### src/rtl/regfile_wb_pkg.sv
// Shared types for the register-file writeback buffer: entry layout, drain FSM states and
// the register address width.
package regfile_wb_pkg;

  localparam int unsigned REG_ADDR_W = 5;
  // Storage width of an entry; the buffer's DATA_WIDTH must not exceed this.
  localparam int unsigned WB_DATA_W  = 64;

  typedef struct packed {
    logic [REG_ADDR_W-1:0] addr;
    logic [WB_DATA_W-1:0]  data;
  } wb_entry_t;

  typedef enum logic [1:0] {
    StRun,
    StDrain,
    StDone
  } state_e;

endpackage

### src/rtl/regfile_wb_buffer_if.sv
// Writeback channel (results in) and register-file write port (results out) of the buffer.
interface regfile_wb_buffer_if #(
  parameter int unsigned DATA_WIDTH = 64
);
  import regfile_wb_pkg::*;

  logic                  in_valid;
  logic                  in_ready;
  logic [REG_ADDR_W-1:0] in_addr;
  logic [DATA_WIDTH-1:0] in_data;

  logic                  stall;
  logic                  we;
  logic [REG_ADDR_W-1:0] waddr;
  logic [DATA_WIDTH-1:0] wdata;

  // master: execution units plus the register file; slave: the buffer.
  modport master (
    output in_valid, in_addr, in_data, stall,
    input  in_ready, we, waddr, wdata
  );

  modport slave (
    input  in_valid, in_addr, in_data, stall,
    output in_ready, we, waddr, wdata
  );

endinterface

### src/rtl/wb_bypass_match.sv
// Youngest-match lookup of one read address across all valid buffer entries.
module wb_bypass_match
  import regfile_wb_pkg::*;
#(
  parameter int unsigned Depth       = 4,
  parameter int unsigned DataWidth   = 64,
  parameter bit          ZeroRegZero = 1'b1
) (
  input  wb_entry_t [Depth-1:0]         entries_i,
  input  logic      [Depth-1:0]         valid_i,
  input  logic      [$clog2(Depth)-1:0] wr_idx_i,
  input  logic      [REG_ADDR_W-1:0]    addr_i,
  output logic                          hit_o,
  output logic      [DataWidth-1:0]     data_o
);

  localparam int unsigned IdxW = $clog2(Depth);

  logic [IdxW-1:0] idx;

  // Walk backwards from the slot just below the write index: first match is the youngest.
  always_comb begin
    hit_o  = 1'b0;
    data_o = '0;
    idx    = '0;
    for (int k = 1; k <= int'(Depth); k++) begin
      idx = wr_idx_i - IdxW'(k);
      if (!hit_o && valid_i[idx] && (entries_i[idx].addr == addr_i)) begin
        hit_o  = 1'b1;
        data_o = entries_i[idx].data[DataWidth-1:0];
      end
    end
    if (ZeroRegZero && (addr_i == '0)) begin
      hit_o  = 1'b0;
      data_o = '0;
    end
  end

endmodule

### src/rtl/regfile_wb_buffer.sv
// Queues writeback results, drains them onto one register-file write port, forwards pending
// values to readers and supports a drain-and-quiesce flush.
module regfile_wb_buffer
  import regfile_wb_pkg::*;
#(
  parameter int unsigned DATA_WIDTH    = 64,
  parameter int unsigned DEPTH         = 4,
  parameter int unsigned NR_READ_PORTS = 2,
  parameter bit          ZERO_REG_ZERO = 1'b1
) (
  input  logic                                      clk_i,
  input  logic                                      rst_i,
  input  logic                                      flush_i,
  output logic                                      flush_done_o,
  regfile_wb_buffer_if.slave                        wb,
  input  logic [NR_READ_PORTS-1:0][REG_ADDR_W-1:0]  byp_addr_i,
  output logic [NR_READ_PORTS-1:0]                  byp_hit_o,
  output logic [NR_READ_PORTS-1:0][DATA_WIDTH-1:0]  byp_data_o,
  output logic [$clog2(DEPTH):0]                    count_o
);

  localparam int unsigned IdxW = $clog2(DEPTH);
  localparam int unsigned PtrW = IdxW + 1;

  logic      [PtrW-1:0]  wr_ptr_q, wr_ptr_d;
  logic      [PtrW-1:0]  rd_ptr_q, rd_ptr_d;
  logic      [DEPTH-1:0] valid_q, valid_d;
  wb_entry_t [DEPTH-1:0] mem_q, mem_d;
  state_e                state_q, state_d;

  logic            empty, full, pop, accept, push;
  logic [IdxW-1:0] wr_idx, rd_idx;

  assign wr_idx = wr_ptr_q[IdxW-1:0];
  assign rd_idx = rd_ptr_q[IdxW-1:0];
  assign empty  = (wr_ptr_q == rd_ptr_q);
  assign full   = (wr_idx == rd_idx) && (wr_ptr_q[IdxW] != rd_ptr_q[IdxW]);

  assign wb.we    = !empty && !wb.stall;
  assign wb.waddr = mem_q[rd_idx].addr;
  assign wb.wdata = mem_q[rd_idx].data[DATA_WIDTH-1:0];
  assign pop      = wb.we;

  assign wb.in_ready = (state_q == StRun) && (!full || pop);
  assign accept      = wb.in_valid && wb.in_ready;
  // x0 results complete the handshake but are dropped.
  assign push        = accept && !(ZERO_REG_ZERO && (wb.in_addr == '0));

  assign count_o = wr_ptr_q - rd_ptr_q;

  always_comb begin
    wr_ptr_d = wr_ptr_q;
    rd_ptr_d = rd_ptr_q;
    valid_d  = valid_q;
    mem_d    = mem_q;
    if (pop) begin
      valid_d[rd_idx] = 1'b0;
      rd_ptr_d        = rd_ptr_q + 1'b1;
    end
    // Applied after the pop so a push into the slot being freed (full case) wins.
    if (push) begin
      mem_d[wr_idx].addr = wb.in_addr;
      mem_d[wr_idx].data = WB_DATA_W'(wb.in_data);
      valid_d[wr_idx]    = 1'b1;
      wr_ptr_d           = wr_ptr_q + 1'b1;
    end
  end

  always_comb begin
    state_d      = state_q;
    flush_done_o = 1'b0;
    unique case (state_q)
      StRun: begin
        if (flush_i) begin
          state_d = (empty && !push) ? StDone : StDrain;
        end
      end
      StDrain: begin
        if (empty) begin
          state_d = StDone;
        end
      end
      StDone: begin
        flush_done_o = 1'b1;
        state_d      = StRun;
      end
      default: state_d = StRun;
    endcase
  end

  always_ff @(posedge clk_i) begin
    if (rst_i) begin
      wr_ptr_q <= '0;
      rd_ptr_q <= '0;
      valid_q  <= '0;
      state_q  <= StRun;
    end else begin
      wr_ptr_q <= wr_ptr_d;
      rd_ptr_q <= rd_ptr_d;
      valid_q  <= valid_d;
      state_q  <= state_d;
    end
  end

  // Payload needs no reset: valid bits and pointers gate every use of it.
  always_ff @(posedge clk_i) begin
    mem_q <= mem_d;
  end

  for (genvar p = 0; p < int'(NR_READ_PORTS); p++) begin : g_byp
    wb_bypass_match #(
      .Depth      (DEPTH),
      .DataWidth  (DATA_WIDTH),
      .ZeroRegZero(ZERO_REG_ZERO)
    ) u_match (
      .entries_i(mem_q),
      .valid_i  (valid_q),
      .wr_idx_i (wr_idx),
      .addr_i   (byp_addr_i[p]),
      .hit_o    (byp_hit_o[p]),
      .data_o   (byp_data_o[p])
    );
  end

endmodule

### src/flat_wrapper.sv
// flat-port wrapper written by rule: the top's interface ports become plain ports
module regfile_wb_buffer_flat import regfile_wb_pkg::*;
#(
  parameter int unsigned DATA_WIDTH    = 64,
  parameter int unsigned DEPTH         = 4,
  parameter int unsigned NR_READ_PORTS = 2,
  parameter bit          ZERO_REG_ZERO = 1'b1
)
  (clk_i, rst_i, flush_i, flush_done_o, byp_addr_i, byp_hit_o, byp_data_o, count_o, wb_in_valid, wb_in_addr, wb_in_data, wb_stall, wb_in_ready, wb_we, wb_waddr, wb_wdata);
  regfile_wb_buffer_if #(.DATA_WIDTH(DATA_WIDTH)) wb_i ();
  input  logic clk_i;
  input  logic rst_i;
  input  logic flush_i;
  output logic flush_done_o;
  input  logic [NR_READ_PORTS-1:0][REG_ADDR_W-1:0] byp_addr_i;
  output logic [NR_READ_PORTS-1:0] byp_hit_o;
  output logic [NR_READ_PORTS-1:0][DATA_WIDTH-1:0] byp_data_o;
  output logic [$clog2(DEPTH):0] count_o;
  input wire logic [$bits(wb_i.in_valid)-1:0] wb_in_valid;
  input wire logic [$bits(wb_i.in_addr)-1:0] wb_in_addr;
  input wire logic [$bits(wb_i.in_data)-1:0] wb_in_data;
  input wire logic [$bits(wb_i.stall)-1:0] wb_stall;
  output wire logic [$bits(wb_i.in_ready)-1:0] wb_in_ready;
  output wire logic [$bits(wb_i.we)-1:0] wb_we;
  output wire logic [$bits(wb_i.waddr)-1:0] wb_waddr;
  output wire logic [$bits(wb_i.wdata)-1:0] wb_wdata;
  assign wb_i.in_valid = wb_in_valid;
  assign wb_i.in_addr = wb_in_addr;
  assign wb_i.in_data = wb_in_data;
  assign wb_i.stall = wb_stall;
  assign wb_in_ready = wb_i.in_ready;
  assign wb_we = wb_i.we;
  assign wb_waddr = wb_i.waddr;
  assign wb_wdata = wb_i.wdata;
  regfile_wb_buffer #(.DATA_WIDTH(DATA_WIDTH), .DEPTH(DEPTH), .NR_READ_PORTS(NR_READ_PORTS), .ZERO_REG_ZERO(ZERO_REG_ZERO)) u_core (.clk_i(clk_i), .rst_i(rst_i), .flush_i(flush_i), .flush_done_o(flush_done_o), .wb(wb_i), .byp_addr_i(byp_addr_i), .byp_hit_o(byp_hit_o), .byp_data_o(byp_data_o), .count_o(count_o));
endmodule
### config.mk
export PLATFORM = sky130hd
export DESIGN_NAME = regfile_wb_buffer_flat
export DESIGN_NICKNAME = d
export VERILOG_FILES = /design/src/rtl/regfile_wb_pkg.sv /design/src/rtl/regfile_wb_buffer_if.sv /design/src/rtl/wb_bypass_match.sv /design/src/rtl/regfile_wb_buffer.sv /design/src/flat_wrapper.sv
export SDC_FILE = /design/constraint.sdc
export NUM_CORES = 1
export LEC_CHECK = 0
export ABC_AREA = 0
export CORE_ASPECT_RATIO = 0.8
export CORE_MARGIN = 4
export CORE_UTILIZATION = 32
export DETAILED_ROUTE_END_ITERATION = 10
export HOLD_SLACK_MARGIN = 0.08
export PLACE_DENSITY = 0.52
export SYNTH_ARGS = -nofsm -noshare
export SYNTH_HDL_FRONTEND = slang
export SYNTH_SLANG_ARGS = --single-unit
export TNS_END_PERCENT = 10
### constraint.sdc
create_clock -name clk_i -period 10.49 [get_ports clk_i]
set_input_delay 2.098 -clock clk_i [delete_from_list [all_inputs] [get_ports clk_i]]
set_output_delay 2.098 -clock clk_i [all_outputs]
set_load 0.01 [all_outputs]
==> flow_metrics.env <==
export IMPL_yosys_warnings=0
export IMPL_worst_ep_arrival_time_ns=6.24
export IMPL_fp_coreArea_mm2=0.0758
export IMPL_fin_nets=2339
export IMPL_fp_dieW_um=318
export IMPL_startpoint_type="flop"
export IMPL_synth_main_ff_cell="sky130_fd_sc_hd__edfxtp_1"
export IMPL_timing_fmax_mhz=120
export IMPL_grt_setup_unrepaired="false"
export IMPL_final_period_utilization=0.795
export IMPL_post_drt_via_cell_ratio=6.19
export IMPL_post_dp_cell_area_mm2=0.0281
export IMPL_cts_reportedPaths_clkPinSlew_ns=0.06
export IMPL_gp_congestion=0.829
export IMPL_first_global_vias=20736
export IMPL_setup_worst_path_end_class="primary output"
export IMPL_cts_made_buffers=36
export IMPL_wl_per_cell_um=28.2
export IMPL_report_power_total_mw=6.56
export IMPL_clk_insertion_delay_late_ns=0.55
export IMPL_synth_seq_area_share=0.347
export IMPL_port_buffer_count=288
export IMPL_timing_critical_path_required_ns=8.39
export IMPL_synth_async_sr_flop_share=0
export IMPL_drtAntennaViolNets=0
export IMPL_cts_resized_gates=0
export IMPL_max_clock_path_buffers=3
export IMPL_boundaryPins=289
export IMPL_cts_max_level=2
export IMPL_fillers=7173
export IMPL_grt_start_max_net_pins=135
export IMPL_gate_count_of_the_mapped_netlist=2131
export IMPL_post_route_cells_drive_above_1_share=0.204
export IMPL_cts_root_buf="sky130_fd_sc_hd__clkbuf_16"
export IMPL_netlist_area_mm2=0.0246
export IMPL_yosys_cell_types_count=44
export IMPL_tritoncts="built"
export IMPL_worstSetupPathType="reg2out"
export IMPL_wire_length_of_the_first_global_routing_pass_um=137000
export IMPL_critical_path_max_fanout=68
export IMPL_syn_num_nets=2226
export IMPL_drv_max_cap_violation_count=0
export IMPL_pwr_density_cell_mw_per_mm2=224
export IMPL_fp_dieH_um=256
export IMPL_grt_usage=0.218
export IMPL_syn_area_per_cell_um2=11.5
export IMPL_drcViolationCount=0
export IMPL_reg2reg_slack_ns=5.44
export IMPL_setup_ws_ns=2.15
export IMPL_clock_sinks=288
export IMPL_drv_slew=0
export IMPL_synth_enable_flop_cells=276
export IMPL_timing_worst_slew_pin_value_ns=1.28
export IMPL_grt_overflow_total=0
export IMPL_skew_ns=0.0169
export IMPL_report_final_setup_viol=0
export IMPL_rows=90
export IMPL_post_route_min_period_ns=8.34
export IMPL_via_count=20344
export IMPL_wl_um=92700
export IMPL_start_util=0.324
export IMPL_worst_hold_path_type="reg2reg"
export IMPL_max_slew_margin=0.145
export IMPL_power_static_leakage_nw=8.54
export IMPL_antenna_violations_before_repair=10
export IMPL_outcome="finished, final reports clean"
export IMPL_number_of_detailed_route_iterations_in_the_first_pass=6
export IMPL_fp_dieArea_mm2=0.0813
export IMPL_pre_cts_slack_ns=2.34
export IMPL_ctsHoldBuffers=0
export IMPL_setup_tns_ns=0
export IMPL_place_hpwl_um=54000
export IMPL_vdd_drop_max_mv=0.152
export IMPL_area_growth_pct=19.2
export IMPL_finalHoldViolations=0
export IMPL_post_cts_repair_setup_buffers=0
export IMPL_yosys_register_bits=288
export IMPL_starting_drc_count_in_detailed_routing=2061
export IMPL_layout_cell_area_non_filler_mm2=0.0293
[cells in the mapped netlist (10+ instances only)]
cell                         n  area share
sky130_fd_sc_hd__a221oi_1   64       0.023
sky130_fd_sc_hd__a32oi_1    63       0.022
sky130_fd_sc_hd__and2_1    325       0.083
sky130_fd_sc_hd__buf_1      17      0.0026
sky130_fd_sc_hd__buf_2      68       0.014
sky130_fd_sc_hd__buf_4      10      0.0031
sky130_fd_sc_hd__clkbuf_1  153       0.023
sky130_fd_sc_hd__dfxtp_1    12      0.0098
sky130_fd_sc_hd__edfxtp_1  276        0.34
sky130_fd_sc_hd__ha_1       10      0.0051
sky130_fd_sc_hd__mux2_2     65       0.030
sky130_fd_sc_hd__mux2i_1    70       0.029
sky130_fd_sc_hd__mux4_2    284        0.26
sky130_fd_sc_hd__nand2_1   147       0.022
sky130_fd_sc_hd__nor2_1     81       0.012
sky130_fd_sc_hd__nor2b_1    65       0.017
sky130_fd_sc_hd__o21ai_0   130       0.026
sky130_fd_sc_hd__o22ai_1   190       0.048
sky130_fd_sc_hd__xnor2_1    40       0.014
[placed cells by master, fill, tap and decap left out, types with 7 or more instances in the layout]
cell,count
sky130_fd_sc_hd__a221oi_1,64
sky130_fd_sc_hd__xor2_1,8
sky130_fd_sc_hd__clkinv_1,9
sky130_fd_sc_hd__a21oi_1,7
sky130_fd_sc_hd__clkdlybuf4s50_1,288
sky130_fd_sc_hd__nor2b_1,65
sky130_fd_sc_hd__edfxtp_1,276
sky130_fd_sc_hd__and2_1,322
sky130_fd_sc_hd__xnor2_1,39
sky130_fd_sc_hd__mux2i_1,70
sky130_fd_sc_hd__clkbuf_16,37
sky130_fd_sc_hd__dfxtp_1,8
sky130_fd_sc_hd__mux2_2,65
sky130_fd_sc_hd__o22ai_1,190
sky130_fd_sc_hd__a32oi_1,63
sky130_fd_sc_hd__nand2_1,144
sky130_fd_sc_hd__o21ai_0,129
sky130_fd_sc_hd__nor2_1,79
sky130_fd_sc_hd__mux4_2,283
sky130_fd_sc_hd__buf_4,34
[area by class of cell]
type	instances	area, um^2	share of cell area
multi-input combinational	1586	15100	0.515
tap	1012	1270	0.0432
inverter	8	35.0	0.00120
clock buffer	42	945	0.0323
timing repair buffer	324	3180	0.109
antenna	5	12.5	0.000427
clock inverter	23	218	0.00743
sequential	288	8540	0.292
[stage by stage]
stage / hold WS, ns / cells / utilization
finish: 0.500 / 3288 / 0.386
global route: 0.542 / 3288 / 0.386
CTS: 0.497 / 3283 / 0.386
detailed placement: 0.492 / 3218 / 0.371
global placement: 0.494 / 3218 / 0.371
floorplan: 0.465 / 2131 / -
[critical path: stages (launching register included)]
cell	delay [ns]
sky130_fd_sc_hd__dfxtp_4	0.59
sky130_fd_sc_hd__inv_4	0.40
sky130_fd_sc_hd__ha_4	1.06
sky130_fd_sc_hd__mux4_2	0.47
sky130_fd_sc_hd__xnor2_1	0.15
sky130_fd_sc_hd__nand4_1	0.16
sky130_fd_sc_hd__buf_4	0.43
sky130_fd_sc_hd__o22a_1	0.29
sky130_fd_sc_hd__nand4_4	0.67
sky130_fd_sc_hd__buf_4	0.57
sky130_fd_sc_hd__o22ai_1	0.25
sky130_fd_sc_hd__clkdlybuf4s50_1	0.57
[logic make-up after synthesis]
group                    after synthesis  synth area share
buffers and inverters                257            0.0445
AO/OA/AOI/OAI                        463             0.126
adder cells (fa/ha/maj)               11           0.00591
AND/OR/NAND/NOR                      645             0.141
XOR/XNOR                              48            0.0171
multiplexers                         419             0.319
flip-flops                           288             0.347
[routing by layer]
metal,global-route usage,up-vias,wire length [um]
li1,-,8659,-
met1,0.292,10441,38300
met2,0.354,1071,44200
met3,0.0491,167,8010
met4,0.0670,6,2210
met5,0,-,34
[registers in the layout, indices dropped and copies added, names as in the netlist]
register	count
u_core.mem_q	276
u_core.valid_q	4
u_core.rd_ptr_q	3
u_core.wr_ptr_q	3
u_core.state_q	2
[path summary, 6_finish.rpt]
| path | start | end | cells after the start |
|---|---|---|---|
| max | u_core.wr_ptr_q[0] | byp_data_o[90] | 11 |
| min | u_core.valid_q[3] | u_core.valid_q[3] | 2 |
| max reg2reg | u_core.wr_ptr_q[0] | u_core.mem_q[210] | 6 |
| min reg2reg | u_core.valid_q[3] | u_core.valid_q[3] | 2 |
[where the power goes]
part	leakage, nW	switching [mW]	internal [mW]
combinational	5.45	1.91	1.70
sequential	2.52	0.194	1.50
clock	0.569	0.515	0.744
total	8.54	2.62	3.95
(Power assumes the default switching activity.)
